$ cat src/rtl/av2_sched_pkg.sv
// Shared types and constants for the AV2 frame tile scheduler.
package av2_sched_pkg;

  typedef enum logic [2:0] {
    ST_IDLE    = 3'd0,
    ST_LAUNCH  = 3'd1,
    ST_WAIT    = 3'd2,
    ST_ADVANCE = 3'd3,
    ST_DONE    = 3'd4
  } sched_state_t;

  localparam logic [1:0] ERR_NONE     = 2'd0;
  localparam logic [1:0] ERR_OVERSIZE = 2'd1;
  localparam logic [1:0] ERR_TIMEOUT  = 2'd2;

  // Size of a tile starting at origin, clipped to the frame edge.
  function automatic logic [15:0] clip_dim(input logic [15:0] total,
                                           input logic [16:0] origin,
                                           input logic [15:0] tile);
    logic [16:0] remain;
    remain = {1'b0, total} - origin;
    return (remain > {1'b0, tile}) ? tile : remain[15:0];
  endfunction

endpackage

$ cat src/rtl/av2_tile_addr_map.sv
// Registered translation of tile-local write addresses into frame-raster
// addresses: addr = (y0 + ly) * frame_width + x0 + lx, modulo 2^32.
module av2_tile_addr_map #(
  parameter int TILE_W = 64
) (
  input  logic         clk,
  input  logic         rst_n,
  input  logic [31:0]  local_addr,
  input  logic [31:0]  x0,
  input  logic [31:0]  y0,
  input  logic [15:0]  frame_width,
  input  logic         wr_en,
  input  logic [127:0] data,
  output logic [31:0]  recon_addr,
  output logic [127:0] recon_data,
  output logic         recon_wr_en
);
  localparam int LOG_TW = $clog2(TILE_W);

  logic [31:0] lx;
  logic [31:0] ly;
  logic [31:0] frame_addr;

  assign lx         = local_addr & 32'(TILE_W - 1);
  assign ly         = local_addr >> LOG_TW;
  assign frame_addr = (y0 + ly) * {16'd0, frame_width} + x0 + lx;

  // One-cycle write stage; address and data only move on an accepted write.
  always_ff @(posedge clk or negedge rst_n) begin
    if (!rst_n) begin
      recon_addr  <= '0;
      recon_data  <= '0;
      recon_wr_en <= 1'b0;
    end else begin
      recon_wr_en <= wr_en;
      if (wr_en) begin
        recon_addr <= frame_addr;
        recon_data <= data;
      end
    end
  end

endmodule

$ cat src/rtl/av2_frame_tile_scheduler.sv
// Frame-level tile sequencer: walks tiles in raster order, launches the
// decoder per tile with clipped dimensions and remaps its writes.
// Optional watchdog is built when AV2_TILE_WDOG_EN is defined.
// Decoder handshake: dec_start is a one-cycle launch; the decoder answers
// with a one-cycle dec_tile_done, honoured only while waiting on a tile.
module av2_frame_tile_scheduler
  import av2_sched_pkg::*;
#(
  parameter int TILE_W      = 64,
  parameter int TILE_H      = 64,
  parameter int MAX_TILES_X = 16,
  parameter int MAX_TILES_Y = 16,
  parameter int WDOG_CYCLES = 4096
) (
  input  logic         clk,
  input  logic         rst_n,
  input  logic         frame_start,
  input  logic [15:0]  frame_width,
  input  logic [15:0]  frame_height,
  output logic         dec_start,
  output logic [15:0]  dec_width,
  output logic [15:0]  dec_height,
  input  logic         dec_tile_done,
  input  logic [31:0]  dec_recon_addr,
  input  logic [127:0] dec_recon_data,
  input  logic         dec_recon_wr_en,
  output logic [31:0]  recon_addr,
  output logic [127:0] recon_data,
  output logic         recon_wr_en,
  output logic [7:0]   tile_x,
  output logic [7:0]   tile_y,
  output logic         frame_busy,
  output logic         frame_done,
  output logic [1:0]   err_code,
  output logic [2:0]   fsm_state
);
  localparam int LOG_TW = $clog2(TILE_W);
  localparam int LOG_TH = $clog2(TILE_H);
  localparam logic [31:0] WDOG_LIMIT = 32'(WDOG_CYCLES - 1);

  sched_state_t state, next_state;
  logic [15:0]  width_q, height_q;
  logic [7:0]   cols_q, rows_q;
  logic         abort_q;
  logic [16:0]  cols_in, rows_in;
  logic         empty_in, oversize_in;
  logic [7:0]   next_x, next_y;
  logic         last_tile, wdog_expired, wr_fwd;

  assign cols_in     = ({1'b0, frame_width} + 17'(TILE_W - 1)) >> LOG_TW;
  assign rows_in     = ({1'b0, frame_height} + 17'(TILE_H - 1)) >> LOG_TH;
  assign empty_in    = (frame_width == 16'd0) || (frame_height == 16'd0);
  assign oversize_in = (cols_in > 17'(MAX_TILES_X)) || (rows_in > 17'(MAX_TILES_Y));
  assign last_tile   = (tile_x == cols_q - 8'd1) && (tile_y == rows_q - 8'd1);

  assign dec_start  = (state == ST_LAUNCH);
  assign frame_busy = (state == ST_LAUNCH) || (state == ST_WAIT) || (state == ST_ADVANCE);
  assign frame_done = (state == ST_DONE);
  assign fsm_state  = state;
  // A done pulse always arrives in WAIT, so coincident writes are covered too.
  assign wr_fwd     = dec_recon_wr_en && (state == ST_WAIT);

  // Raster successor of the current tile.
  always_comb begin
    next_x = tile_x + 8'd1;
    next_y = tile_y;
    if (tile_x == cols_q - 8'd1) begin
      next_x = 8'd0;
      next_y = tile_y + 8'd1;
    end
  end

`ifdef AV2_TILE_WDOG_EN
  logic [31:0] wdog_cnt;

  // Counts cycles spent in WAIT; cleared on every launch.
  always_ff @(posedge clk or negedge rst_n) begin
    if (!rst_n)                  wdog_cnt <= '0;
    else if (state == ST_LAUNCH) wdog_cnt <= '0;
    else if (state == ST_WAIT)   wdog_cnt <= wdog_cnt + 32'd1;
  end

  assign wdog_expired = (state == ST_WAIT) && (wdog_cnt == WDOG_LIMIT);
`else
  logic unused_wdog_cfg;
  assign unused_wdog_cfg = ^WDOG_LIMIT;
  assign wdog_expired    = 1'b0;
`endif

  // State register.
  always_ff @(posedge clk or negedge rst_n) begin
    if (!rst_n) state <= ST_IDLE;
    else        state <= next_state;
  end

  // Next-state logic. Empty or oversize frames pass through ADVANCE so the
  // done pulse lands two cycles after the request, like a normal last tile.
  always_comb begin
    next_state = state;
    case (state)
      ST_IDLE:    if (frame_start) next_state = (empty_in || oversize_in) ? ST_ADVANCE : ST_LAUNCH;
      ST_LAUNCH:  next_state = ST_WAIT;
      ST_WAIT: begin
        if (dec_tile_done)     next_state = ST_ADVANCE;
        else if (wdog_expired) next_state = ST_DONE;
      end
      ST_ADVANCE: next_state = (abort_q || last_tile) ? ST_DONE : ST_LAUNCH;
      ST_DONE:    next_state = ST_IDLE;
      default:    next_state = ST_IDLE;
    endcase
  end

  // Frame geometry, tile position, launch dimensions and error status.
  always_ff @(posedge clk or negedge rst_n) begin
    if (!rst_n) begin
      width_q    <= '0;
      height_q   <= '0;
      cols_q     <= '0;
      rows_q     <= '0;
      abort_q    <= 1'b0;
      tile_x     <= '0;
      tile_y     <= '0;
      dec_width  <= '0;
      dec_height <= '0;
      err_code   <= ERR_NONE;
    end else begin
      case (state)
        ST_IDLE: if (frame_start) begin
          width_q  <= frame_width;
          height_q <= frame_height;
          cols_q   <= cols_in[7:0];
          rows_q   <= rows_in[7:0];
          abort_q  <= empty_in || oversize_in;
          tile_x   <= '0;
          tile_y   <= '0;
          err_code <= (!empty_in && oversize_in) ? ERR_OVERSIZE : ERR_NONE;
          if (!(empty_in || oversize_in)) begin
            dec_width  <= clip_dim(frame_width, 17'd0, 16'(TILE_W));
            dec_height <= clip_dim(frame_height, 17'd0, 16'(TILE_H));
          end
        end
        ST_WAIT: if (!dec_tile_done && wdog_expired) err_code <= ERR_TIMEOUT;
        ST_ADVANCE: if (!abort_q && !last_tile) begin
          tile_x     <= next_x;
          tile_y     <= next_y;
          dec_width  <= clip_dim(width_q, {9'd0, next_x} << LOG_TW, 16'(TILE_W));
          dec_height <= clip_dim(height_q, {9'd0, next_y} << LOG_TH, 16'(TILE_H));
        end
        default: ;
      endcase
    end
  end

  av2_tile_addr_map #(
    .TILE_W(TILE_W)
  ) u_addr_map (
    .clk         (clk),
    .rst_n       (rst_n),
    .local_addr  (dec_recon_addr),
    .x0          (32'(tile_x) << LOG_TW),
    .y0          (32'(tile_y) << LOG_TH),
    .frame_width (width_q),
    .wr_en       (wr_fwd),
    .data        (dec_recon_data),
    .recon_addr  (recon_addr),
    .recon_data  (recon_data),
    .recon_wr_en (recon_wr_en)
  );

endmodule

$ cat config.mk
export PLATFORM = sky130hd
export DESIGN_NAME = av2_frame_tile_scheduler
export DESIGN_NICKNAME = d
export VERILOG_FILES = /design/src/rtl/av2_sched_pkg.sv /design/src/rtl/av2_tile_addr_map.sv /design/src/rtl/av2_frame_tile_scheduler.sv
export SDC_FILE = /design/constraint.sdc
export NUM_CORES = 1
export LEC_CHECK = 0
export ABC_AREA = 1
export BUFFER_PORTS_ARGS = -buffer_cell sky130_fd_sc_hd__buf_4
export CAP_MARGIN = 20
export CORE_MARGIN = 2
export CORE_UTILIZATION = 40
export CTS_BUF_LIST = sky130_fd_sc_hd__clkbuf_8 sky130_fd_sc_hd__clkbuf_16
export DETAILED_ROUTE_END_ITERATION = 12
export GPL_TIMING_DRIVEN = 0
export SLEW_MARGIN = 20
export SYNTH_ARGS = -nofsm -noshare
export SYNTH_HDL_FRONTEND = slang
export SYNTH_SLANG_ARGS = --single-unit
$ cat constraint.sdc
create_clock -name clk -period 11.45 [get_ports clk]
set_input_delay 1.7175 -clock clk [delete_from_list [all_inputs] [get_ports clk]]
set_output_delay 1.7175 -clock clk [all_outputs]
set_load 0.05 [all_outputs]
==> results of run 1 <==
sequential cells by signal (all words and copies together) (netlist names), 16 cells and up:
name / count
dec_width: 16
u_addr_map.recon_addr: 32
dec_height: 16
width_q: 16
u_addr_map.recon_data: 128
height_q: 16
cells in the final DEF, fill, tap and decap left out, drive strengths merged, types with 51 or more instances in the layout:
cell type	n
fa	313
clkbuf	135
ha	113
dfrtp	262
buf	423
o21ai	100
inv	672
xor2	61
nor2	194
nand3	116
a21oi	51
nand2	1087
cells by family after synthesis:
| kind of cell | share of synthesized area, % |
|---|---|
| AO/OA/AOI/OAI | 5.00 |
| adder cells (fa/ha/maj) | 30.3 |
| XOR/XNOR | 2.90 |
| flip-flops | 25.8 |
| buffers and inverters | 11.8 |
| other | 0.0148 |
| AND/OR/NAND/NOR | 24.2 |
per-layer routing:
metal	up-vias	GRT usage, %	wire (um)
met1	10500	33.7	35200
met3	145	5.21	5960
met2	695	40.3	37200
li1	10600	-	-
met4	2	6.92	2600
met5	-	0	12
worst max path at each step:
stage / slack, ns / cells after the start / to / from
after floorplan: 3.11 / 31 / u_addr_map.recon_addr[25] / dec_recon_addr[12]
after global placement: 1.83 / 32 / u_addr_map.recon_addr[25] / dec_recon_addr[12]
after detailed placement: 1.81 / 32 / u_addr_map.recon_addr[25] / dec_recon_addr[12]
after CTS: 2.42 / 32 / u_addr_map.recon_addr[25] / dec_recon_addr[12]
after global routing: 1.83 / 33 / u_addr_map.recon_addr[25] / dec_recon_addr[12]
final: 2.37 / 32 / u_addr_map.recon_addr[25] / dec_recon_addr[12]
worst max-delay path: cells and delay by family:
family | cells | cell delay, ns
simple gates | 7 | 0.98
buf+inv | 8 | 1.09
compound gates | 8 | 1.75
fa+ha+maj | 9 | 4.02
stage by stage:
| stage | std cells | hold slack [ns] | area, um2 | worst slack, ns |
|---|---|---|---|---|
| 5_1_grt | 4575 | 0.496 | 30600 | 1.83 |
| 3_3_place_gp | 4518 | 0.459 | 29500 | 1.83 |
| 3_5_place_dp | 4520 | 0.464 | 29500 | 1.81 |
| 2_1_floorplan | 3266 | 0.453 | 25400 | 3.11 |
| 6_report | 4575 | 0.474 | 30600 | 2.37 |
| 4_1_cts | 4574 | 0.479 | 30600 | 2.42 |
Yosys cell counts, types with 2 or more instances:
cell	number	area share (%)
buf_4	2	0.059
a21o_1	3	0.089
xor2_1	61	2.1
o211ai_1	3	0.089
dfrtp_1	262	26
fa_1	313	25
nand3_1	114	2.2
o21bai_1	6	0.18
a21oi_1	51	1.0
nor4_1	12	0.30
o21a_1	4	0.12
nand2_1	1079	16
nor2_1	192	2.8
inv_1	655	9.7
buf_2	5	0.099
nand4_1	31	0.76
o2111ai_1	3	0.10
nand2_4	3	0.13
nor3_2	3	0.12
nand3b_1	5	0.15
inv_2	5	0.074
a211oi_1	2	0.059
or2_2	15	0.37
xnor2_1	23	0.79
o22ai_2	12	0.59
buf_6	5	0.22
nand4_4	2	0.17
o21ai_0	97	1.9
clkinv_1	8	0.12
buf_1	3	0.044
ha_1	113	5.6
a21boi_0	18	0.53
a31oi_1	3	0.074
clkbuf_1	100	1.5
nand2_2	5	0.12
o31ai_1	3	0.089
o21ai_2	3	0.10
nor3_1	27	0.53
cell type report:
class / instances / share of cell area, %
Inverter: 669 / 8.23
Sequential cell: 262 / 21.5
Clock inverter: 19 / 0.647
Timing Repair Buffer: 408 / 10.2
Multi-Input combinational cell: 2220 / 51.8
Clock buffer: 35 / 2.65
Antenna cell: 1 / 0.00819
Buffer: 115 / 1.58
Tap cell: 846 / 3.46
==> qor.yml, run 1 <==
status:
  status: "finished clean"
grt:
  grt_pass1_vias: 22200
  grt_overflow: 0
  grt_pass1_wl_um: 126000
  antenna_found_initial: 2
  track_usage_pct: 24.9
  grt_max_degree: 95
placed_design:
  hpwlAfterDp_um: 67400
  gp_congestion: 0.921
  portBuffers: 406
worst_setup_path:
  r2r_slack_ns: 3.01
  r2r-start: "tile_y[0]"
  slowest_stage: "fa_1"
  start_kind: "input pin"
  critical-path-max-stage-delay_ns: 0.55
  endpoint_kind: "flop"
  critPathMaxFanout: 10
  required_ns: 11.92
  crit_type: "input pin to flop"
  critPathMostFrequentCell: "fa_1"
  r2r-end: "u_addr_map.recon_addr[25]"
  r2r_cells: 31
  cp.arrival_ns: 9.54
hold_path:
  hold_path.class: "flop to flop"
  hold_depth: 2
  min_from: "dec_width[2]"
  hold_end: "dec_width[2]"
cts:
  ctsHoldBuffers: 0
  cts_buffers: 29
  cts_tree: "done"
  post_cts_buffers: 0
  cts.sinks: 262
  cts-root-buf: "clkbuf_16"
  clk_transition_reported_paths_ns: 0.06
  insertion_delay_ns: 0.58
  clock_path_buffers: 3
  cts_resized: 0
  htreeDepth: 1
routing:
  via_per_inst: 4.80
  via_count: 22000
  drt-initial-drc-count: 1649
  routed_wl_um: 81000
  post_drt_wl_per_cell_um: 17.7
  drc: 0
  dr.pass1.iters: 5
  antenna_left: 0
synthesis:
  synth_ff_type: "dfrtp_1"
  ys_seq_area_share_pct: 25.8
  ys_ff_latch: 262
  synthesis.area_um2: 25400
  syn_nets: 3889
  ys_warn_count: 0
  syn_avg_cell_area_um2: 7.77
  synthCells: 3266
  async_flop_share_pct: 100
  synth-edff-count: 0
  synth_cell_types: 53
sta:
  fmax_ghz: 0.110
  skew_ns: 0.0111
  setup_viol: 0
  final.setup.tns_ns: 0
  finalCritPeriodShare_pct: 79.3
  hold_viol: 0
  relSlewSlack_pct: 36.3
  rsz0062_at_grt: "false"
  tightest_slew_ns: 0.956
  drv_slew: 0
  min_period_ns: 9.08
floorplan:
  die_area_um2: 65500
  start_util_pct: 40.4
  fp.dieH_um: 256
  die_width_um: 256
  core_um2: 62900
  num_rows: 92
  io_pins: 414
cells_and_area:
  multiInputGateArea_um2: 15800
  post-route-util_pct: 48.6
  nets: 4328
  syn2layout_area_growth_pct: 20.4
  seq_area_um2: 6560
  fill_cells: 6430
  final_layout_size_suffix_gt1_share_pct: 14.0
job:
  drv_cap: 0
Power of run 1 is left out: the tool's default activity adds up to more than one toggle a clock period on the data nets, which glitch-free logic cannot reach.
==> run 2: changes to the inputs <==
==> constraint.sdc (replaced) <==
create_clock -name clk -period 8.55 [get_ports clk]
set_input_delay 1.2825 -clock clk [delete_from_list [all_inputs] [get_ports clk]]
set_output_delay 1.2825 -clock clk [all_outputs]
set_load 0.05 [all_outputs]
==> qor.yml, run 2 (synthesized netlist as in run 1, its figures left out) <==
status:
  status: "finished clean"
routing:
  drc: 0  # unchanged
  post_drt_wl_per_cell_um: 17.7  # about the same
  drt-initial-drc-count: 1643  # -0.36%
  routed_wl_um: 81000  # about the same
  antenna_left: 0  # unchanged
  via_per_inst: 4.82  # +0.39%
  dr.pass1.iters: 6  # +1
  via_count: 22100  # +0.46%
placed_design:
  hpwlAfterDp_um: 67400  # unchanged
  gp_congestion: 0.921  # unchanged
  dp.cells: 4520  # unchanged
  portBuffers: 406  # unchanged
sta:
  setup_viol: 0  # unchanged
  drv_slew: 0  # unchanged
  hold_viol: 0  # unchanged
  min_period_ns: 8.05
  tightest_slew_ns: 0.944  # -0.0117 ns
  fmax_ghz: 0.124
  skew_ns: 0.00993  # -0.00119 ns
  rsz0062_at_grt: "false"
  finalCritPeriodShare_pct: 94.2
  relSlewSlack_pct: 37.0  # +0.78 points
floorplan:
  core_um2: 62900  # unchanged
  die_area_um2: 65500  # unchanged
  fp.dieH_um: 256  # unchanged
  io_pins: 414  # unchanged
  num_rows: 92  # unchanged
  die_width_um: 256  # unchanged
  start_util_pct: 40.4  # unchanged
worst_setup_path:
  critPathMostFrequentCell: "inv_1"
  r2r_cells: 30  # -3.2%
  slowest_stage: "fa_1"
  r2r-end: "u_addr_map.recon_addr[25]"
  start_kind: "input pin"
  endpoint_kind: "flop"
  critPathMaxFanout: 11  # +1
  crit_type: "input pin to flop"
  r2r-start: "tile_y[0]"
  critical-path-max-stage-delay_ns: 0.61  # +0.06 ns
  required_ns: 9.05  # -2.87 ns
  r2r_slack_ns: 0.70  # -2.31 ns
  cp.arrival_ns: 8.55  # -0.99 ns
cells_and_area:
  reg_top3: "u_addr_map.recon_data: 128 flops, u_addr_map.recon_addr: 32 flops"
  syn2layout_area_growth_pct: 20.6
  nets: 4331  # +0.069%
  largest_register_ffs: 128  # unchanged
  final_layout_size_suffix_gt1_share_pct: 14.4  # +0.39 points
  final_cell_mix: "nand2_1, inv_1, buf_4, fa_1, dfrtp_1"
  layout_commonest_cell: "nand2_1"
  top_register: "u_addr_map.recon_data"
  final_cells: 4578  # +0.066%
cts:
  htreeDepth: 1  # unchanged
  cts.sinks: 262  # unchanged
  ctsHoldBuffers: 0  # unchanged
  cts_tree: "done"
  clk_transition_reported_paths_ns: 0.06  # about the same
  cts_buffers: 29  # unchanged
  insertion_delay_ns: 0.58  # about the same
  cts-root-buf: "clkbuf_16"
  clock_path_buffers: 3  # unchanged
hold_path:
  min_from: "dec_width[2]"
  hold_path.class: "flop to flop"
  hold_end: "dec_width[2]"
  hold_depth: 2  # unchanged
job:
  drv_cap: 0  # unchanged
grt:
  track_usage_pct: 24.8  # about the same
  grt_pass1_wl_um: 126000  # about the same
  antenna_found_initial: 2  # unchanged
  grt_max_degree: 95  # unchanged
  grt_overflow: 0  # unchanged
  grt_pass1_vias: 22200  # -0.081%
-- run 2: how the worst max path moves through the flow --
stage                                   from                   endpoint  slack, ns  depth (start not counted)
after floorplan           dec_recon_addr[12]  u_addr_map.recon_addr[25]       0.64                         31
after global placement    dec_recon_addr[12]  u_addr_map.recon_addr[25]      -0.63                         32
after detailed placement  dec_recon_addr[12]  u_addr_map.recon_addr[25]      -0.65                         32
after CTS                 dec_recon_addr[12]  u_addr_map.recon_addr[25]       0.17                         31
after global routing      dec_recon_addr[12]  u_addr_map.recon_addr[28]       0.02                         32
final                     dec_recon_addr[19]  u_addr_map.recon_addr[29]       0.50                         30
-- run 2: cell type report --
| type | count | area [um2] |
|---|---|---|
| repair buffers | 413 | 3150 |
| diodes | 1 | 2.50 |
| plain buffers | 113 | 480 |
| clock inverters | 19 | 198 |
| clock buffers | 35 | 808 |
| fillers | 6421 | 32200 |
| inverters | 669 | 2520 |
| flip-flops and latches | 262 | 6560 |
| well taps | 846 | 1060 |
| multi-input cells | 2220 | 15800 |
-- run 2: critical path: cells and delay by family --
family	cells	cell delay [ns]
adders and majority gates	8	3.68
buffers and inverters	8	0.83
and+or+nand+nor	7	1.50
AOI/OAI and AO/OA	7	1.24
-- run 2: layer usage --
metal	vias up	global-route usage, %	routed length, um
li1	10600	-	-
met1	10600	33.7	35000
met2	701	40.4	37300
met3	156	5.19	6100
met4	2	6.87	2600
met5	-	0	12
-- run 2: repair_timing --
item,4_1_cts,5_1_grt
endpoints found under the setup margin,1,9
setup buffers,0,5
gates resized for setup,0,16
-- run 2: through the flow --
step	setup TNS, ns	worst slack, ns	utilization, %	instance area [um2]	hold slack, ns
floorplan	0	0.643	-	25400	0.453
global placement	-3.68	-0.632	46.9	29500	0.459
detailed placement	-3.99	-0.650	47.0	29500	0.464
CTS	0	0.169	48.6	30500	0.479
global route	0	0.0158	48.7	30600	0.496
finish	0	0.498	48.7	30600	0.473
Power of run 2 is left out for the same reason.
==> run 3: changes to the inputs <==
--- a/config.mk
+++ b/config.mk
@@ -5,12 +5,12 @@
 export SDC_FILE = /design/constraint.sdc
 export NUM_CORES = 1
 export LEC_CHECK = 0
-export ABC_AREA = 1
 export BUFFER_PORTS_ARGS = -buffer_cell sky130_fd_sc_hd__buf_4
 export CAP_MARGIN = 20
 export CORE_MARGIN = 2
 export CORE_UTILIZATION = 40
 export CTS_BUF_LIST = sky130_fd_sc_hd__clkbuf_8 sky130_fd_sc_hd__clkbuf_16
+export CTS_CLUSTER_DIAMETER = 50
 export DETAILED_ROUTE_END_ITERATION = 12
 export GPL_TIMING_DRIVEN = 0
 export SLEW_MARGIN = 20
==> qor.yml, run 3 <==
worst_setup_path:
  endpoint_kind: "flop"
  crit_start: "dec_recon_addr[13]"
  required_ns: 8.98  # -0.07 ns
  cp_top_family: "adder cells"
  critPathMostFrequentCell: "fa_1"
  path_depth: 29  # -3.3%
  r2r-end: "u_addr_map.recon_addr[30]"
  critPathMaxFanout: 7  # -4
  crit_type: "input pin to flop"
  r2r_cells: 28  # -6.7%
  slowest_stage: "fa_1"
  crit_buf_inv: 6  # -2
  r2r-start: "tile_y[1]"
  critical-path-max-stage-delay_ns: 0.54  # -0.07 ns
  start_kind: "input pin"
  cp.arrival_ns: 8.80  # +0.25 ns
  r2r_slack_ns: 0.45  # -0.25 ns
cts:
  clk_transition_reported_paths_ns: 0.05  # about the same
  htreeDepth: 2  # +1
  ctsHoldBuffers: 0  # unchanged
  cts_tree: "done"
  cts.sinks: 262  # unchanged
  clock_path_buffers: 3  # unchanged
  insertion_delay_ns: 0.58  # about the same
  cts_buffers: 38  # +31%
  cts-root-buf: "clkbuf_16"
sta:
  fmax_ghz: 0.119  # -3.8%
  relSlewSlack_pct: 32.2  # -4.8 points
  setup_viol: 0  # unchanged
  drv_slew: 0  # unchanged
  tightest_slew_ns: 1.02  # +0.0723 ns
  hold_viol: 0  # unchanged
  holdWs_ns: 0.473  # -0.000127 ns
  finalCritPeriodShare_pct: 97.9  # +3.7 points
  min_period_ns: 8.37  # +0.320 ns
  skew_ns: 0.0300  # +0.0200 ns
  rsz0062_at_grt: "true"
grt:
  grt_pass1_vias: 21700  # -2.2%
  antenna_found_initial: 7  # +5
  grt_max_degree: 95  # unchanged
  track_usage_pct: 25.0  # +0.14 points
  grt_overflow: 0  # unchanged
  grt_pass1_wl_um: 122000  # -3.9%
cells_and_area:
  layout_commonest_cell: "nand2_1"
  final_cells: 4070  # -11%
  syn2layout_area_growth_pct: 26.2
  nets: 3887  # -10%
  fill_cells: 5580  # -13%
  multiInputGateArea_um2: 15900  # +0.40%
  reg_top3: "u_addr_map.recon_data: 128 flops, u_addr_map.recon_addr: 32 flops"
  final_layout_size_suffix_gt1_share_pct: 19.0  # +4.6 points
  final_cell_mix: "nand2_1, buf_4, inv_1, fa_1, dfrtp_1"
  largest_register_ffs: 128  # unchanged
  seq_area_um2: 6560  # unchanged
  top_register: "u_addr_map.recon_data"
synthesis:
  synth-edff-count: 0  # unchanged
  yosys-top-cells-count: "nand2_1, inv_1, fa_1"
  synth_cell_types: 73  # +38%
  syn_nets: 3397  # -13%
  ys_warn_count: 0  # unchanged
  async_flop_share_pct: 100  # unchanged
  synthCells: 2774  # -15%
  synth_top_area_share_pct: 27.2  # +1.4 points
  ys_top_cells_by_area: "dfrtp_1, fa_1, nand2_1"
  syn_avg_cell_area_um2: 8.68  # +12%
  ys_ff_latch: 262  # unchanged
  yosys.area.top_type: "dfrtp_1"
  synthesis.area_um2: 24100  # -5.1%
  synth_ff_type: "dfrtp_1"
  synth_most_common_cell: "nand2_1"
  ys_seq_area_share_pct: 27.2  # +1.4 points
placed_design:
  dp.cells: 3962  # -12%
  portBuffers: 411  # +1.2%
  hpwlAfterDp_um: 61300  # -9.1%
  gp_congestion: 0.898  # -2.4%
routing:
  antenna_left: 0  # unchanged
  via_count: 20500  # -7.1%
  dr.pass1.iters: 7  # +1
  routed_wl_um: 76600  # -5.4%
  drc: 0  # unchanged
  via_per_inst: 5.04  # +4.5%
  post_drt_wl_per_cell_um: 18.8  # +6.4%
  drt-initial-drc-count: 1260  # -23%
hold_path:
  min_from: "height_q[15]"
  hold_path.class: "flop to flop"
  hold_depth: 2  # unchanged
  hold_end: "height_q[15]"
floorplan:
  io_pins: 414  # unchanged
  die_area_um2: 62200  # -5.0%
  start_util_pct: 40.7  # +0.29 points
  die_width_um: 249  # -2.5%
  core_um2: 59200  # -5.7%
  fp.dieH_um: 249  # -2.5%
  num_rows: 89  # -3.3%
status:
  status: "finished clean"
job:
  drv_cap: 0  # unchanged
## run 3: cell count changes after synthesis, moves of 23 or more
| cell | before | now |
|---|---|---|
| and2_1 | 1 | 165 |
| nand2b_1 | 0 | 25 |
| nand4_1 | 31 | 8 |
| xnor2_1 | 23 | 74 |
| nor2_1 | 192 | 55 |
| nand2_1 | 1079 | 798 |
| nand3_1 | 114 | 38 |
| inv_1 | 655 | 434 |
## run 3: cells by family (layout without fill, tap and decap cells)
kind of cell	count (synthesis)	after routing	share of synthesized area (%)
flip-flops	262	262	27.2
multiplexers	4	4	0.171
AO/OA/AOI/OAI	237	237	6.20
adder cells (fa/ha/maj)	426	426	31.9
XOR/XNOR	119	119	4.41
buffers and inverters	564	1082	8.84
other	1	6	0.0156
AND/OR/NAND/NOR	1161	1161	21.3
## run 3: how the worst max path moves through the flow
stage | endpoint | slack [ns]
3_3_place_gp | u_addr_map.recon_addr[31] | -1.36
3_5_place_dp | u_addr_map.recon_addr[31] | -1.45
6_report | u_addr_map.recon_addr[30] | 0.18
4_1_cts | u_addr_map.recon_addr[30] | 0.001
2_1_floorplan | u_addr_map.recon_addr[30] | 0.007
5_1_grt | u_addr_map.recon_addr[23] | -0.03
## run 3: metrics by stage
stage / cell area [um2] / utilization, % / setup slack [ns] / setup TNS, ns
after CTS: 30000 / 50.6 / 0.00120 / 0
after detailed placement: 28300 / 47.7 / -1.45 / -14.15
after global routing: 30400 / 51.3 / -0.0340 / -0.0671
final: 30400 / 51.3 / 0.177 / 0
after floorplan: 24100 / - / 0.00677 / 0
after global placement: 28200 / 47.6 / -1.36 / -13.02
## run 3: per-layer routing
metal	vias up	track usage, %	part of all wire (%)
li1	9419	-	-
met2	708	43.3	50
met3	179	4.58	6.7
met5	-	0	0
met1	10200	30.5	39
met4	0	10.6	4.2
## run 3: tightest hold or removal path: stages (launching register included)
cell     delay [ns]
dfrtp_1        0.33
nand2_1        0.05
nand2_1        0.06
## run 3: final cells by class
class / instances / share of cell area, %
Timing Repair Buffer: 451 / 11.4
Multi-Input combinational cell: 1948 / 52.3
Tap cell: 773 / 3.18
Clock buffer: 43 / 3.35
Buffer: 128 / 1.88
Sequential cell: 262 / 21.6
Antenna cell: 5 / 0.0412
Clock inverter: 25 / 0.905
Inverter: 435 / 5.37
## run 3: repair_timing
item | in CTS | in global routing
setup buffers | 22 | 15
gates resized for setup | 47 | 78
pin swaps | 15 | 62
endpoints found under the setup margin | 14 | 9
Power of run 3 is left out for the same reason.
